===== src/rtl/tlrot_host_bridge.sv =====
`default_nettype none
// tlrot_host_bridge: turns a req/gnt register-access port into TL-UL A-channel requests
// and returns D-channel responses, in arrival order, as a one-cycle rvalid strobe.
module tlrot_host_bridge #(
    parameter int MaxOutstanding = 2,
    parameter int SourceBase     = 0
) (
    input  logic        clk_i,
    input  logic        rst_ni,
    input  logic        req_i,
    output logic        gnt_o,
    input  logic        we_i,
    input  logic [31:0] addr_i,
    input  logic [31:0] wdata_i,
    input  logic [3:0]  be_i,
    output logic        rvalid_o,
    output logic [31:0] rdata_o,
    output logic        err_o,
    output logic        spurious_o,
    output logic        busy_o,
    output logic        a_valid,
    input  logic        a_ready,
    output logic [2:0]  a_bits_opcode,
    output logic [2:0]  a_bits_param,
    output logic [1:0]  a_bits_size,
    output logic [7:0]  a_bits_source,
    output logic [31:0] a_bits_address,
    output logic [3:0]  a_bits_mask,
    output logic [31:0] a_bits_data,
    input  logic        d_valid,
    output logic        d_ready,
    input  logic [2:0]  d_bits_opcode,
    input  logic [2:0]  d_bits_param,
    input  logic [1:0]  d_bits_size,
    input  logic [7:0]  d_bits_source,
    input  logic        d_bits_sink,
    input  logic [31:0] d_bits_data,
    input  logic        d_bits_denied
);
    localparam logic [2:0] OP_PUT_FULL    = 3'd0;
    localparam logic [2:0] OP_PUT_PARTIAL = 3'd1;
    localparam logic [2:0] OP_GET         = 3'd4;
    localparam logic [2:0] OP_ACK         = 3'd0;
    localparam logic [2:0] OP_ACK_DATA    = 3'd1;

    logic [MaxOutstanding-1:0] pending;
    logic [MaxOutstanding-1:0] pending_nxt;
    logic [MaxOutstanding-1:0] expect_data;
    logic [MaxOutstanding-1:0] alloc_vec;
    logic [MaxOutstanding-1:0] hit_vec;
    logic                      has_free;
    logic                      slot_free;
    logic                      d_hit;
    logic                      hit_get;
    logic                      resp_err;
    logic                      a_valid_nxt;
    logic [7:0]                alloc_src;
    logic                      unused_inputs;

    assign unused_inputs = ^{d_bits_param, d_bits_size, d_bits_sink, addr_i[1:0]};
    assign d_ready       = 1'b1;

    // Allocation looks only at the registered bitmap, so a tag freed by a D
    // response this cycle is not reusable until the next one.
    always_comb begin
        alloc_vec = '0;
        alloc_src = 8'(SourceBase);
        has_free  = 1'b0;
        for (int i = 0; i < MaxOutstanding; i++) begin
            if (!pending[i] && !has_free) begin
                has_free     = 1'b1;
                alloc_vec[i] = 1'b1;
                alloc_src    = 8'(SourceBase + i);
            end
        end
    end

    assign slot_free = !a_valid || a_ready;
    assign gnt_o     = rst_ni && req_i && slot_free && has_free;

    always_comb begin
        hit_vec = '0;
        for (int i = 0; i < MaxOutstanding; i++) begin
            hit_vec[i] = d_valid && pending[i] && (d_bits_source == 8'(SourceBase + i));
        end
    end

    assign d_hit       = |hit_vec;
    assign hit_get     = |(hit_vec & expect_data);
    assign resp_err    = d_bits_denied |
                         (hit_get ? (d_bits_opcode != OP_ACK_DATA) : (d_bits_opcode != OP_ACK));
    assign pending_nxt = (pending & ~hit_vec) | (gnt_o ? alloc_vec : '0);
    assign a_valid_nxt = gnt_o || (a_valid && !a_ready);

    always_ff @(posedge clk_i or negedge rst_ni) begin
        if (!rst_ni) begin
            pending        <= '0;
            expect_data    <= '0;
            a_valid        <= 1'b0;
            a_bits_opcode  <= '0;
            a_bits_param   <= '0;
            a_bits_size    <= '0;
            a_bits_source  <= '0;
            a_bits_address <= '0;
            a_bits_mask    <= '0;
            a_bits_data    <= '0;
            rvalid_o       <= 1'b0;
            rdata_o        <= '0;
            err_o          <= 1'b0;
            spurious_o     <= 1'b0;
            busy_o         <= 1'b0;
        end else begin
            pending <= pending_nxt;
            a_valid <= a_valid_nxt;
            busy_o  <= (|pending_nxt) || a_valid_nxt;
            if (gnt_o) begin
                expect_data    <= (expect_data & ~alloc_vec) | (we_i ? '0 : alloc_vec);
                a_bits_opcode  <= !we_i ? OP_GET : ((be_i == 4'hf) ? OP_PUT_FULL : OP_PUT_PARTIAL);
                a_bits_param   <= 3'd0;
                a_bits_size    <= 2'd2;
                a_bits_source  <= alloc_src;
                a_bits_address <= {addr_i[31:2], 2'b00};
                a_bits_mask    <= we_i ? be_i : 4'hf;
                a_bits_data    <= we_i ? wdata_i : '0;
            end
            // Unknown or stale sources still produce an error strobe so the requester never stalls.
            rvalid_o   <= d_valid;
            err_o      <= d_valid && (!d_hit || resp_err);
            rdata_o    <= (d_hit && (d_bits_opcode == OP_ACK_DATA)) ? d_bits_data : '0;
            spurious_o <= spurious_o || (d_valid && !d_hit);
        end
    end
endmodule
`default_nettype wire


===== config.mk =====
export PLATFORM = sky130hd
export DESIGN_NAME = tlrot_host_bridge
export DESIGN_NICKNAME = d
export VERILOG_FILES = /design/src/rtl/tlrot_host_bridge.sv
export SDC_FILE = /design/constraint.sdc
export NUM_CORES = 1
export LEC_CHECK = 0
export BUFFER_PORTS_ARGS = -buffer_cell sky130_fd_sc_hd__buf_2
export CORE_ASPECT_RATIO = 0.6
export CORE_MARGIN = 2
export CORE_UTILIZATION = 49
export CTS_BUF_LIST = sky130_fd_sc_hd__clkbuf_8
export DETAILED_ROUTE_END_ITERATION = 16
export MAX_ROUTING_LAYER = met4
export PLACE_DENSITY = 0.87
export SETUP_SLACK_MARGIN = 0.3
export SLEW_MARGIN = 10
export SYNTH_ARGS = -nofsm -noshare
export SYNTH_HDL_FRONTEND = slang
export SYNTH_SLANG_ARGS = --single-unit

===== constraint.sdc =====
create_clock -name clk_i -period 4.9 [get_ports clk_i]
set_clock_uncertainty 0.05 [all_clocks]
set_input_delay 0.735 -clock clk_i [delete_from_list [all_inputs] [get_ports clk_i]]
set_output_delay 0.735 -clock clk_i [all_outputs]
set_load 0.02 [all_outputs]

==> results of run 1 <==
==> cell usage after synthesis (2+ instances only) <==
master    number
inv_1         38
mux2i_1       37
buf_2          9
buf_6          3
conb_1         2
dfrtp_1      111
mux2_2        35
o31ai_1        5
and2_1        32
clkbuf_1       7
nand2_1       37
nor4_1         3
buf_4         15
nor2_1         2
nand2b_1       8
nor2b_1        2
==> report_power, final <==
group	internal [uW]	switching [uW]	total [uW]
Sequential	1200	157	1360
Combinational	452	693	1140
Clock	233	299	532
==> critical path, stage by stage <==
cell	delay, ns
buf_2	0.10
nor2b_1	0.33
a211o_4	0.84
inv_1	0.07
buf_2	0.19
==> per-stage QoR <==
step	utilization [%]	instance area, um2	power [uW]	setup slack (ns)	cells
2_1_floorplan	-	4540	2090	2.47	373
3_3_place_gp	64.5	5600	2470	1.84	676
3_5_place_dp	64.5	5600	2530	1.78	676
4_1_cts	66.7	5790	3060	1.77	692
5_1_grt	66.8	5800	3220	1.68	693
6_report	66.8	5800	3030	1.82	693
==> per-layer routing <==
| layer | GRT usage (%) | part of all wire [%] | wire length (um) | vias up |
|---|---|---|---|---|
| met3 | 8.04 | 8.3 | 855 | 8 |
| met2 | 36.2 | 50 | 5200 | 143 |
| met5 | - | 0 | 0 | - |
| met1 | 25.6 | 41 | 4170 | 1574 |
| met4 | 5.05 | 0.72 | 74 | 0 |
| li1 | - | - | - | 1546 |
==> worst max-delay path by stage <==
| stage | from | to |
|---|---|---|
| after detailed placement | a_ready | gnt_o |
| after global placement | a_ready | gnt_o |
| after CTS | a_ready | gnt_o |
| after floorplan | a_ready | gnt_o |
| after global routing | a_ready | gnt_o |
| final | a_ready | gnt_o |
==> flip-flops by register name (all words and copies together) (netlist names), 2 cells and up, named ones only <==
register,flops
a_bits_mask,4
a_bits_address,30
a_bits_opcode,2
a_bits_data,32
rdata_o,32
pending,2
==> cell families after synthesis <==
| kind of cell | count (synthesis) | synth area share, % |
|---|---|---|
| AO/OA/AOI/OAI | 11 | 1.73 |
| buffers and inverters | 72 | 8.03 |
| flip-flops | 111 | 61.9 |
| multiplexers | 72 | 17.0 |
| other | 2 | 0.167 |
| AND/OR/NAND/NOR | 92 | 11.2 |
==> layout make-up <==
| cell class | count | area, um2 |
|---|---|---|
| fill | 683 | 2880 |
| sequential | 111 | 2780 |
| multi-input combinational | 190 | 1410 |
| timing repair buffer | 226 | 1140 |
| inverter | 38 | 143 |
| tap | 112 | 140 |
| clock buffer | 9 | 124 |
| clock inverter | 7 | 66.3 |
==> results.sh, run 1 <==
export IMPL_worstRegToRegCells=3
export IMPL_wl_per_cell_um=14.9
export IMPL_hold_end="a_bits_size[1]$_DFFE_PN0P_"
export IMPL_power_density_nw_per_um2=523
export IMPL_die_area_um2=9970
export IMPL_ys_ff_latch=111
export IMPL_cts_tree="yes"
export IMPL_fmax_mhz=324
export IMPL_worstSkewPairLatency_ns=0.36
export IMPL_clock_root_buffer="clkbuf_8"
export IMPL_min_delay_start="a_bits_size[1]$_DFFE_PN0P_"
export IMPL_synthArstFlopShare_pct=100
export IMPL_tns_ns=0
export IMPL_regToRegStartpoint="a_valid$_DFF_PN0_"
export IMPL_drc=0
export IMPL_r2r_setup_slack_ns=2.69
export IMPL_die_h_um=78.1
export IMPL_ios=247
export IMPL_final_common_cell="buf_2"
export IMPL_total_leakage_power_uw=0.00338
export IMPL_yosys_cell_types_count=30
export IMPL_rows=26
export IMPL_period_minus_slack_ns=3.08
export IMPL_final_max_slew_violation_count=0
export IMPL_cts_setup_buffers=0
export IMPL_path_max_fanout=74
export IMPL_antenna_found_initial=0
export IMPL_vias=3271
export IMPL_peakVddDrop_v=0.000384
export IMPL_gp_congestion=0.841
export IMPL_cts_inserted_buffers=9
export IMPL_yosys_warnings=0
export IMPL_dieWidth_um=128
export IMPL_synth_edff_count=0
export IMPL_grt_pass1_wl_um=16500
export IMPL_grt_ovfl_total=0
export IMPL_whs_ns=0.427
export IMPL_htreeDepth=3
export IMPL_clock_sinks=111
export IMPL_synthesis_area_um2=4490
export IMPL_synth_flop_cell="dfrtp_1"
export IMPL_dp_hpwl_um=7640
export IMPL_area_growth_pct=29.3
export IMPL_cts_buffer_depth=2
export IMPL_reg2reg_to="a_bits_address[8]$_DFFE_PN0P_"
export IMPL_drive_gt1_share_pct=47.8
export IMPL_min_period_over_period_pct=62.9
export IMPL_yosysSeqAreaShare_pct=61.9
export IMPL_finalSetupViolations=0
export IMPL_crit_path_start_kind="input pin"
export IMPL_start_util_pct=51.7
export IMPL_max_cap_violations=0
export IMPL_status="completed"
export IMPL_grt_max_degree=75
export IMPL_hold_depth=1
export IMPL_dr_pass1_iters=4
export IMPL_finalHoldViolations=0
export IMPL_routed_wirelength_um=10300
export IMPL_grt_pass1_vias=3360
export IMPL_via_per_inst=4.72
export IMPL_synth_area_per_cell_um2=12.5
export IMPL_clk_pin_slew_ns=0.10
export IMPL_antenna_cells=0
export IMPL_cts_resized=0
export IMPL_portBuffers=223
export IMPL_end_kind="output pin"
export IMPL_min_path_type="flip-flop to flip-flop"
export IMPL_max_slew_margin_pct=28.1
export IMPL_synth_area_leader_cell="dfrtp_1"
export IMPL_synth_cells=360
export IMPL_yosys_top_cells_area="dfrtp_1 62%, mux2_2 8.8%, mux2i_1 8.2%"
export IMPL_cp_required_ns=4.12
export IMPL_rsz0062_at_grt="no"
export IMPL_nets=700
export IMPL_crit_type="input pin to output pin"
export IMPL_grt_use_total_pct=21.8
export IMPL_arrival_ns=2.30
export IMPL_drt_iter0_drc=136
export IMPL_tightest_slew_ns=1.08
export IMPL_ctsHoldBuffers=0
export IMPL_core_um2=8690
export IMPL_mostFrequentLayoutCells="222 x buf_2, 111 x dfrtp_1, 40 x inv_1, 37 x mux2i_1, 37 x nand2_1"
export IMPL_postRouteAntennaNets=0
export IMPL_synth_top_cell_area_share_pct=61.9
(Power assumes the default switching activity.)
==> inputs of run 2 (changes only) <==
Settings changed: CORE_UTILIZATION 49 to 41, PLACE_DENSITY 0.87 to 0.78.
Clock period 4.9 ns to 2.55 ns, I/O delays scaled along.
==> run 2 against run 1 <==
Net effect: combinational power increased by 92%; cell area is 1.6% higher; routed wire length shrank 3.5%; first-iteration DRC count shrank 15%; via count decreased by 1.6%; utilization decreased by 11 points; sequential power grew 90%; count of clock-buffer cells in the layout is 1 higher; clock power rose by 110%; largest cell class unchanged; largest power group unchanged.
==> results.sh, run 2 (synthesized netlist as in run 1, its figures left out) <==
export IMPL_status="completed"
export IMPL_clock_sinks=111
export IMPL_cp_required_ns=2.12
export IMPL_portBuffers=223
export IMPL_mostFrequentLayoutCells="222 x buf_2, 111 x dfrtp_1, 38 x inv_1, 37 x mux2i_1, 37 x nand2_1"
export IMPL_cp_startpoint="a_valid$_DFF_PN0_"
export IMPL_arrival_ns=1.63
export IMPL_dr_pass1_iters=4
export IMPL_drive_gt1_share_pct=48.5
export IMPL_internal_power_uw=3680
export IMPL_vias=3218
export IMPL_fin_ws_ns=0.487
export IMPL_dp_cells=708
export IMPL_max_slew_margin_pct=48.8
export IMPL_worstSkewPairLatency_ns=0.36
export IMPL_end_kind="output pin"
export IMPL_start_util_pct=42.2
export IMPL_layoutNonFillerInstCount=724
export IMPL_max_cap_violations=0
export IMPL_gp_congestion=0.792
export IMPL_combPwrFrac_pct=37.2
export IMPL_ios=247
export IMPL_dieWidth_um=139
export IMPL_via_per_inst=4.44
export IMPL_min_period_over_period_pct=80.9
export IMPL_switching_share_pct=37.4
export IMPL_finalSetupViolations=0
export IMPL_antenna_cells=0
export IMPL_finalHoldViolations=0
export IMPL_postRouteAntennaNets=0
export IMPL_area_growth_pct=31.4
export IMPL_die_h_um=85.1
export IMPL_peakVddDrop_v=0.000618
export IMPL_drc=0
export IMPL_final_common_cell="buf_2"
export IMPL_cts_inserted_buffers=9
export IMPL_ctsHoldBuffers=0
export IMPL_clock_power_share_pct=18.7
export IMPL_crit_type="flip-flop to output pin"
export IMPL_nets=704
export IMPL_grt_pass1_vias=3287
export IMPL_regToRegStartpoint="a_valid$_DFF_PN0_"
export IMPL_reg_top3="a_bits_data x32, rdata_o x32, a_bits_address x30"
export IMPL_final_max_slew_violation_count=0
export IMPL_min_path_type="input pin to asynchronous set/reset pin"
export IMPL_core_um2=10600
export IMPL_antenna_found_initial=0
export IMPL_clock_root_buffer="clkbuf_8"
export IMPL_cts_setup_buffers=0
export IMPL_total_leakage_power_uw=0.00341
export IMPL_crit_path_start_kind="flip-flop"
export IMPL_cts_buffer_depth=2
export IMPL_cts_resized=0
export IMPL_dp_hpwl_um=7540
export IMPL_rows=29
export IMPL_cts_tree="yes"
export IMPL_placed_area_um2=5690
export IMPL_htreeDepth=3
export IMPL_routed_wirelength_um=9940
export IMPL_clk_pin_slew_ns=0.10
export IMPL_period_minus_slack_ns=2.06
export IMPL_grt_use_total_pct=18.0
export IMPL_fmax_mhz=485
export IMPL_drt_iter0_drc=115
export IMPL_dpl_worst_slack_ns=0.470
export IMPL_design_area_um2=5900
export IMPL_power_density_nw_per_um2=997
export IMPL_path_max_fanout=20
export IMPL_seqPwrFrac_pct=44.1
export IMPL_tns_ns=0
export IMPL_tightest_slew_ns=0.767
export IMPL_switching_power_uw=2200
export IMPL_grt_ovfl_total=0
export IMPL_wl_per_cell_um=13.7
export IMPL_die_area_um2=11800
export IMPL_rsz0062_at_grt="no"
export IMPL_grt_pass1_wl_um=16300
export IMPL_grt_max_degree=61
[run 2: power groups by stage]
stage	clock, uW	sequential, uW	combinational [uW]
after global routing	1220	2670	2360
after detailed placement	0	2630	2230
after CTS	1150	2600	2230
after floorplan	0	3260	750
after global placement	0	2590	2170
final	1100	2590	2190
[run 2: area by class of cell]
type | count | area, um2
tap | 139 | 174
timing repair buffer | 230 | 1180
clock buffer | 10 | 138
multi-input combinational | 190 | 1410
sequential | 111 | 2780
fill | 930 | 4730
clock inverter | 6 | 75.1
inverter | 38 | 143
[run 2: routing by layer]
layer / GRT usage (%) / part of all wire (%)
met1: 22.8 / 45
met2: 29.0 / 47
met3: 4.91 / 6.2
met4: 4.87 / 1.2
met5: - / 0
[run 2: worst paths after layout]
path | slack, ns | depth (start not counted) | end
min in group clk_i | 0.11 | 1 | rvalid_o$_DFF_PN0_
hold / removal | 0.10 | 2 | rdata_o[5]$_DFF_PN0_
setup / recovery | 0.49 | 4 | gnt_o
hold reg to reg | 0.43 | 1 | spurious_o$_DFF_PN0_
setup reg to reg | 0.73 | 4 | a_bits_address[11]$_DFFE_PN0P_
max in group asynchronous | 1.11 | 3 | a_bits_data[3]$_DFFE_PN0P_
[run 2: metrics by stage]
stage | util (%) | hold slack (ns) | power [uW]
floorplan | - | 0.0369 | 4010
global placement | 53.5 | 0.408 | 4760
detailed placement | 53.5 | 0.407 | 4850
CTS | 55.5 | 0.0800 | 5970
global route | 55.5 | 0.0751 | 6250
finish | 55.5 | 0.102 | 5880
[run 2: critical path, cell delays in order, from the launching register on]
cell and delay [ns]:
dfrtp_1 0.38, nor2b_1 0.18, a211o_4 0.46, inv_1 0.09, buf_2 0.16
